==> src/rtl/tsi_host_arbiter.sv <==
// Round-robin arbiter that merges N host TSI command streams onto one chip link
// and routes read responses back to the port that issued the read.
module tsi_host_arbiter #(
    parameter int N_PORTS = 2
) (
    input  logic                   clock,
    input  logic                   reset,
    input  logic [N_PORTS-1:0]     req_valid,
    output logic [N_PORTS-1:0]     req_ready,
    input  logic [32*N_PORTS-1:0]  req_bits,
    output logic [N_PORTS-1:0]     resp_valid,
    input  logic [N_PORTS-1:0]     resp_ready,
    output logic [31:0]            resp_bits,
    output logic                   tsi_in_valid,
    input  logic                   tsi_in_ready,
    output logic [31:0]            tsi_in_bits,
    input  logic                   tsi_out_valid,
    output logic                   tsi_out_ready,
    input  logic [31:0]            tsi_out_bits,
    output logic                   busy,
    output logic [2:0]             grant_id,
    output logic                   err_cmd,
    output logic                   err_unexp
);

    localparam int MAX_PORTS = 8;

    typedef enum logic [1:0] {
        IDLE  = 2'd0,
        HDR   = 2'd1,
        WDATA = 2'd2,
        RDATA = 2'd3
    } state_t;

    state_t      state_q, state_d;
    logic [2:0]  grant_q, grant_d;
    logic [2:0]  last_grant_q, last_grant_d;
    logic [2:0]  hdr_cnt_q, hdr_cnt_d;
    logic [31:0] cmd_q, cmd_d;
    logic [32:0] data_cnt_q, data_cnt_d;
    logic        err_cmd_q, err_cmd_d;
    logic        err_unexp_q, err_unexp_d;

    // Ports are padded to 8 so the 3-bit grant can index without range issues.
    logic [MAX_PORTS-1:0] valid_pad;
    logic [MAX_PORTS-1:0] resp_ready_pad;
    logic [31:0]          word_pad [MAX_PORTS];

    logic pass_phase;
    logic read_phase;
    logic in_fire;
    logic out_fire;

    generate
        for (genvar gi = 0; gi < MAX_PORTS; gi++) begin : g_pad
            if (gi < N_PORTS) begin : g_port
                assign valid_pad[gi]      = req_valid[gi];
                assign resp_ready_pad[gi] = resp_ready[gi];
                assign word_pad[gi]       = req_bits[32*gi +: 32];
                assign req_ready[gi]      = pass_phase && (grant_q == 3'(gi)) && tsi_in_ready;
                assign resp_valid[gi]     = read_phase && (grant_q == 3'(gi)) && tsi_out_valid;
            end else begin : g_unused
                assign valid_pad[gi]      = 1'b0;
                assign resp_ready_pad[gi] = 1'b0;
                assign word_pad[gi]       = 32'd0;
            end
        end
    endgenerate

    assign pass_phase    = (state_q == HDR) || (state_q == WDATA);
    assign read_phase    = (state_q == RDATA);
    assign tsi_in_valid  = pass_phase && valid_pad[grant_q];
    assign tsi_in_bits   = pass_phase ? word_pad[grant_q] : 32'd0;
    assign in_fire       = tsi_in_valid && tsi_in_ready;
    assign tsi_out_ready = read_phase ? resp_ready_pad[grant_q] : 1'b1;
    assign out_fire      = tsi_out_valid && tsi_out_ready;
    assign resp_bits     = tsi_out_bits;

    assign busy      = (state_q != IDLE);
    assign grant_id  = grant_q;
    assign err_cmd   = err_cmd_q;
    assign err_unexp = err_unexp_q;

    // Round-robin search starting just after the previous owner.
    logic       arb_found;
    logic [2:0] arb_idx;
    logic [2:0] arb_cand;

    always_comb begin
        arb_found = 1'b0;
        arb_idx   = last_grant_q;
        arb_cand  = 3'd0;
        for (int i = 1; i <= MAX_PORTS; i++) begin
            if (i <= N_PORTS) begin
                arb_cand = 3'((int'(last_grant_q) + i) % N_PORTS);
                if (!arb_found && valid_pad[arb_cand]) begin
                    arb_found = 1'b1;
                    arb_idx   = arb_cand;
                end
            end
        end
    end

    always_comb begin
        state_d      = state_q;
        grant_d      = grant_q;
        last_grant_d = last_grant_q;
        hdr_cnt_d    = hdr_cnt_q;
        cmd_d        = cmd_q;
        data_cnt_d   = data_cnt_q;
        err_cmd_d    = err_cmd_q;
        err_unexp_d  = err_unexp_q;

        if (out_fire && !read_phase) begin
            err_unexp_d = 1'b1;
        end

        case (state_q)
            IDLE: begin
                hdr_cnt_d = 3'd0;
                if (arb_found) begin
                    grant_d = arb_idx;
                    state_d = HDR;
                end
            end
            HDR: begin
                if (in_fire) begin
                    hdr_cnt_d = hdr_cnt_q + 3'd1;
                    if (hdr_cnt_q == 3'd0) begin
                        cmd_d = word_pad[grant_q];
                    end
                    if (hdr_cnt_q == 3'd3) begin
                        // 33 bits so len_lo = 0xFFFFFFFF gives 2^32 words.
                        data_cnt_d = {1'b0, word_pad[grant_q]} + 33'd1;
                    end
                    if (hdr_cnt_q == 3'd4) begin
                        if (cmd_q == 32'd1) begin
                            state_d = WDATA;
                        end else if (cmd_q == 32'd0) begin
                            state_d = RDATA;
                        end else begin
                            state_d      = IDLE;
                            err_cmd_d    = 1'b1;
                            last_grant_d = grant_q;
                        end
                    end
                end
            end
            WDATA: begin
                if (in_fire) begin
                    data_cnt_d = data_cnt_q - 33'd1;
                    if (data_cnt_q == 33'd1) begin
                        state_d      = IDLE;
                        last_grant_d = grant_q;
                    end
                end
            end
            RDATA: begin
                if (out_fire) begin
                    data_cnt_d = data_cnt_q - 33'd1;
                    if (data_cnt_q == 33'd1) begin
                        state_d      = IDLE;
                        last_grant_d = grant_q;
                    end
                end
            end
            default: state_d = IDLE;
        endcase
    end

    always_ff @(posedge clock) begin
        if (reset) begin
            state_q      <= IDLE;
            grant_q      <= 3'd0;
            last_grant_q <= 3'(N_PORTS - 1);
            hdr_cnt_q    <= 3'd0;
            cmd_q        <= 32'd0;
            data_cnt_q   <= 33'd0;
            err_cmd_q    <= 1'b0;
            err_unexp_q  <= 1'b0;
        end else begin
            state_q      <= state_d;
            grant_q      <= grant_d;
            last_grant_q <= last_grant_d;
            hdr_cnt_q    <= hdr_cnt_d;
            cmd_q        <= cmd_d;
            data_cnt_q   <= data_cnt_d;
            err_cmd_q    <= err_cmd_d;
            err_unexp_q  <= err_unexp_d;
        end
    end

endmodule

==> config.mk <==
export PLATFORM = sky130hd
export DESIGN_NAME = tsi_host_arbiter
export DESIGN_NICKNAME = d
export VERILOG_FILES = /design/src/rtl/tsi_host_arbiter.sv
export SDC_FILE = /design/constraint.sdc
export NUM_CORES = 1
export LEC_CHECK = 0
export CELL_PAD_IN_SITES_DETAIL_PLACEMENT = 0
export CELL_PAD_IN_SITES_GLOBAL_PLACEMENT = 1
export CORE_MARGIN = 5
export CORE_UTILIZATION = 34
export DETAILED_ROUTE_END_ITERATION = 16
export GPL_ROUTABILITY_DRIVEN = 0
export GPL_TIMING_DRIVEN = 0
export PLACE_DENSITY_LB_ADDON = 0.1
export SLEW_MARGIN = 20
export SYNTH_ARGS = -nofsm -noshare
export SYNTH_HDL_FRONTEND = slang
export SYNTH_SLANG_ARGS = --single-unit
export TNS_END_PERCENT = 1
==> constraint.sdc <==
create_clock -name clock -period 3.8 [get_ports clock]
set_clock_uncertainty 0.15 [all_clocks]
set_input_delay 0.76 -clock clock [delete_from_list [all_inputs] [get_ports clock]]
set_output_delay 0.76 -clock clock [all_outputs]
set_load 0.1 [all_outputs]
# After elaboration in Yosys (flattened, before gate mapping)
# Cells that the tools add are included.
[word_totals]
reg_bits = 78
inputBits = 104
output_inout_bits = 76
elab_cells = 109
[op_classes]
n_addsub = 5
n_lt_le_gt_ge = 4
eq_ne = 16
n_mux = 41
bitwise_logic = 5
n_reduce_logical = 30
[op_table]
columns = ["cell", "count"]
rows = [
  ["33-bit two-way mux", 4],
  ["33-bit case mux with 3 select lines", 1],
  ["32-bit binary-select mux with 3-bit select", 1],
  ["32-bit two-way mux", 3],
  ["32-bit by 1-bit adder with 33-bit output (second input constant)", 1],
  ["33-bit by 1-bit == test with 1-bit output (second input constant)", 1],
  ["33-bit by 1-bit subtractor with 33-bit output (second input constant)", 1],
  ["32-bit by 1-bit == test with 1-bit output (second input constant)", 1],
  ["32-bit zero test", 1],
  ["3-bit two-way mux", 10],
  ["2-bit two-way mux", 8],
  ["5-bit AND reduction", 3],
  ["1-bit logical AND", 13],
  ["3-bit by 4-bit less-than comparator with 1-bit output (second input constant)", 3],
  ["2-bit inequality test (second input constant)", 5],
  ["3-bit case mux with 3 select lines", 1],
  ["2-bit case mux with 4 select lines", 1],
  ["1-bit two-way mux", 7],
  ["7-bit AND reduction", 1],
  ["1-bit binary-select mux with 3-bit select", 2],
  ["3-bit zero test", 2],
  ["2-bit by 1-bit inequality test with 1-bit output (second input constant)", 3],
  ["3-bit case mux with 2 select lines", 1],
  ["1-bit binary-select mux with 2-bit select", 2],
  ["18 further kinds", 25],
]

# Logic depth before layout (Yosys ltp)
[logic_depth]
depth_word = 10
ltp_mapped = 15
depth_no_buf = 9

# Worst setup path before layout
# No wires, ideal clock.
[synth_path]
path_kind = "register -> output"
start = "reg grant_q[0] (netlist: grant_id[0])"
end = "out resp_valid[1]"
t_arrival_ps = 5036
t_required_ps = 2890
slack_ps = -2146
stages_incl_launch_ff = 8
path_buffers = 5
path_cell_list = "dfxtp_1 buf_6 buf_12 buf_8 buf_4 buf_2 inv_1 nor4_1"
[synth_via]
elab_chain_cells = 3
[synth_lines]
columns = ["item", "line", "rtl"]
rows = [
  ["from (decl)", "36", "logic [2:0] grant_q, grant_d;"],
  ["from (signal assigned)", "183", "grant_q <= grant_d;"],
  ["3-bit by 1-bit == test with 1-bit output", "61", "assign resp_valid[gi] = read_phase && (grant_q == 3'(gi)) && tsi_out_valid;"],
  ["1-bit logical AND (2 in series)", "61", ""],
  ["to (decl)", "11", "output logic [N_PORTS-1:0] resp_valid,"],
]
# Every way passes these cells.

# Worst setup path in the final report
[layout_path]
start = "reg grant_q[1] (netlist: grant_id[1])"
end = "out tsi_in_bits[30]"
[layout_via]
elab_chain_cells = 5
[layout_lines]
columns = ["item", "line", "rtl"]
rows = [
  ["3-bit NOT with 4-bit output (implied by the code)", "73", "assign tsi_in_bits = pass_phase ? word_pad[grant_q] : 32'd0;"],
  ["32-bit binary-select mux with 3-bit select", "73", ""],
  ["32-bit two-way mux (implied by the code) (2 in series)", "73", ""],
  ["32-bit two-way mux", "73", ""],
  ["to (decl)", "16", "output logic [31:0] tsi_in_bits,"],
]
# Every way passes these cells. The select of a mux whose other input is x is not followed.

==> flow_metrics.py <==
metrics = {
    "run_status": {
        "outcome": "finished, final reports clean",
    },
    "synthesis": {
        "synthesis.instances": 777,
        "postSynthRegisterBits": 76,
        "yosysUniqueCellTypes": 81,
        "postSynthNetCount": 891,
        "synth_ff_type": "dfxtp_1",
        "synth-edff-count": 0,
        "synth.cell_area_um2": 5960,
        "yosys_warnings": 0,
        "synth_top_area_share_pct": 25.5,
        "async_reset_ff_share_pct": 0,
        "share_of_synthesized_area_occupied_by_flip_flops_and_latches_pct": 25.5,
        "netlist.top_cell.by_area": "dfxtp_1",
        "syn-mean-instance-area_um2": 7.67,
        "dominant_cells_by_area_after_synthesis": "dfxtp_1 26%, nand2_1 6.2%, mux2i_1 5.9%",
    },
    "floorplanning": {
        "num_io_pins": 180,
        "initial_core_utilization_pct": 34.6,
        "floorplan.die_area_um2": 20300,
        "design.core.area_um2": 17200,
        "row_count": 48,
        "die_y_extent_um": 142,
        "chipWidth_um": 142,
    },
    "pwr": {
        "swShare_pct": 56.9,
        "p_total_mw": 6.35,
        "cellPowerDensity_nw_per_um2": 785,
        "vdd.ir_drop.worst_mv": 0.542,
        "clock_power_share_pct": 15.0,
        "static-leakage-power_nw": 2.83,
        "combinational_group_share_of_total_power_pct": 67.6,
        "intPower_mw": 2.74,
        "p_sw_mw": 3.62,
        "seq_power_share_pct": 17.5,
    },
    "cells_and_area": {
        "diodes": 0,
        "share_of_the_core_filled_with_cells_in_the_final_layout_pct": 46.9,
        "drive_above_1_share_pct": 17.0,
        "fillerInstances": 1713,
        "final_cell_area_um2": 8090,
        "final_nets": 1049,
        "syn_to_final_growth_pct": 35.6,
    },
    "route": {
        "remaining_drc_errors": 0,
        "top_metal_layer_carrying_routed_signals": "met4",
        "routed-wl-met2_um": 11000,
        "drt_iter0_markers": 538,
        "postRouteWirelength_um": 23600,
        "routed_wire_length_per_instance_um": 20.2,
        "route.layer.met1.wl_um": 10300,
        "firstDrtPassIters": 5,
        "via_per_inst": 5.59,
        "drt.antenna.violating_nets": 0,
        "dr_wl_met3_um": 1790,
        "route.vias.total": 6515,
    },
    "sta": {
        "fin_tns_setup_ps": 0,
        "report.final.slew_viol_count": 0,
        "final-hold-violation-count": 0,
        "final.period_utilization_pct": 97.0,
        "achievable-frequency_ghz": 0.271,
        "setup_repair_after_global_routing_missed_its_margin": "true",
        "worst_slew_margin_rel_pct": 32.5,
        "setup_violations": 0,
        "actual_transition_at_the_worst_max_transition_pin_ps": 1010,
        "period_minus_slack_ps": 3690,
    },
    "critical_path": {
        "setup.worst_path.start_class": "register",
        "timing.critical_path.fanout_max": 10,
        "timing.critical_path.required_ps": 2890,
        "crit_path_class": "register to output port",
        "end_kind": "output port",
        "critPathArrivalTime_ps": 2780,
    },
    "placed_design": {
        "place_hpwl_um": 18500,
        "placement.io_buffers": 146,
        "post_dp_cell_area_um2": 7740,
    },
    "clocking": {
        "htree_num_levels": 3,
        "root_buffer": "clkbuf_16",
        "clkSinkCount": 76,
        "cts_tree": "built",
        "clk_transition_reported_paths_ps": 60,
        "insertion_delay_ps": 350,
        "clockBufferDepth": 2,
        "cts_inserted_buffers": 9,
        "cts_hold_repair.buffers": 0,
    },
    "worst_hold_path": {
        "hold_path.class": "register to register",
    },
    "global_route": {
        "maximum_number_of_pins_on_one_net_before_global_route_repair": 13,
        "groute.usage.overall_pct": 22.7,
        "grt_first_pass_wirelength_um": 35800,
        "overflow_left_after_global_routing": 0,
        "initial_antenna_violation_count": 0,
        "via_count_of_the_first_global_routing_pass": 6367,
    },
    "run": {
        "cap_violations": 0,
    },
}
==> metrics by stage <==
step	hold WS (ps)	setup WS, ps	instances
finish	308	114	1165
CTS	307	-8.30	1164
detailed placement	299	-1140	1148
global route	324	-11.3	1165
floorplan	285	-375	777
global placement	293	-1140	1148
==> cells in the final DEF, fill, tap and decap left out, types with 4 or more instances in the layout <==
cell and count:
or3_1 9, nand3_1 18, a211oi_1 9, o31a_1 4, a22oi_1 4, o211ai_1 5, nor4_2 6, xnor2_1 19
nand4_1 10, dfxtp_1 75, and2_1 34, nor2_2 11, clkdlybuf4s50_1 108, nor3_1 23, nand3b_1 8, o21ai_1 10
nor4_1 21, nor4_4 7, buf_4 40, nor2_1 62, clkdlybuf4s15_2 18, mux2i_1 35, clkbuf_1 33, o22ai_1 11
and3_1 6, buf_2 14, dlygate4sd2_1 4, a21oi_1 65, inv_1 18, ha_1 10, buf_6 4, o21ai_0 20
clkbuf_16 9, nand2_1 99, a31oi_1 8, a41o_1 4
==> registers in the layout, summed over array words and instances, names as in the netlist <==
register,flops
grant_id,3
last_grant_q,1
hdr_cnt_q,3
data_cnt_q,33
err_cmd,1
state_q,2
err_unexp,1
cmd_q,32
==> layer usage <==
metal | track usage, % | vias to the layer above
li1 | - | 3099
met4 | 6.75 | 0
met3 | 4.44 | 37
met5 | 0 | -
met1 | 30.6 | 3063
met2 | 36.7 | 316
==> power by group through the flow <==
stage | Clock (mW) | Combinational, mW | Sequential [mW]
2_1_floorplan | 0 | 3.17 | 1.10
3_3_place_gp | 0 | 4.27 | 1.11
3_5_place_dp | 0 | 4.27 | 1.12
4_1_cts | 0.955 | 4.23 | 1.10
5_1_grt | 0.987 | 4.56 | 1.13
6_report | 0.951 | 4.29 | 1.11
==> worst max-delay path: stages, from the launching register on <==
cell and delay, ps:
dfxtp_1 330, or2_4 280, buf_4 220, buf_2 230, buf_2 240, nor2_1 370
and2_1 190, clkdlybuf4s18_2 540
==> repair_timing <==
item                                    4_1_cts  5_1_grt
pin swaps                                     0        1
gates resized for setup                     136       21
endpoints found under the setup margin       53       22
setup buffers                                 0        1
==> cells in the mapped netlist (4+ instances only) <==
cell type,n
or3_1,9
a211oi_1,9
nor4_4,4
buf_2,7
and3_1,6
nand4_1,10
and2_1,34
a22oi_1,4
nor2_2,5
ha_1,10
dfxtp_1,76
nor4_2,7
o21ai_0,21
nor4_1,23
a21oi_1,65
o211ai_1,5
nand2_1,99
nor3_1,25
inv_1,18
mux2i_1,35
nand3_1,18
buf_4,34
o21ai_1,12
nand3b_1,8
o31a_1,4
clkbuf_1,32
nor2_1,69
xnor2_1,19
a31oi_1,8
a41o_1,4
o22ai_1,11
==> logic make-up after synthesis <==
kind of cell    synth area share, %
simple gates                   33.3
compound gates                 20.2
buf+inv                        9.76
flops                          25.5
mux                            5.88
xor+xnor                       3.23
fa+ha+maj                      2.10
==> final cells by class <==
cell class | instances | area, µm² | share of cell area (%)
timing repair buffer | 147 | 1420 | 17.6
tap | 225 | 282 | 3.48
multi-input combinational | 601 | 3950 | 48.8
buffer | 82 | 526 | 6.50
clock inverter | 4 | 72.6 | 0.898
inverter | 18 | 67.6 | 0.836
clock buffer | 12 | 246 | 3.05
sequential | 76 | 1520 | 18.8
==> worst paths after layout <==
| kind | endpoint | startpoint | cells after the start | slack, ps |
|---|---|---|---|---|
| max | tsi_in_bits[30] | grant_id[1] | 7 | 110 |
| min | cmd_q[1] | cmd_q[1] | 2 | 310 |
| max reg2reg | data_cnt_q[15] | state_q[0] | 8 | 150 |
| min reg2reg | cmd_q[1] | cmd_q[1] | 2 | 310 |
No activity file was read; power rests on OpenSTA's default activity.
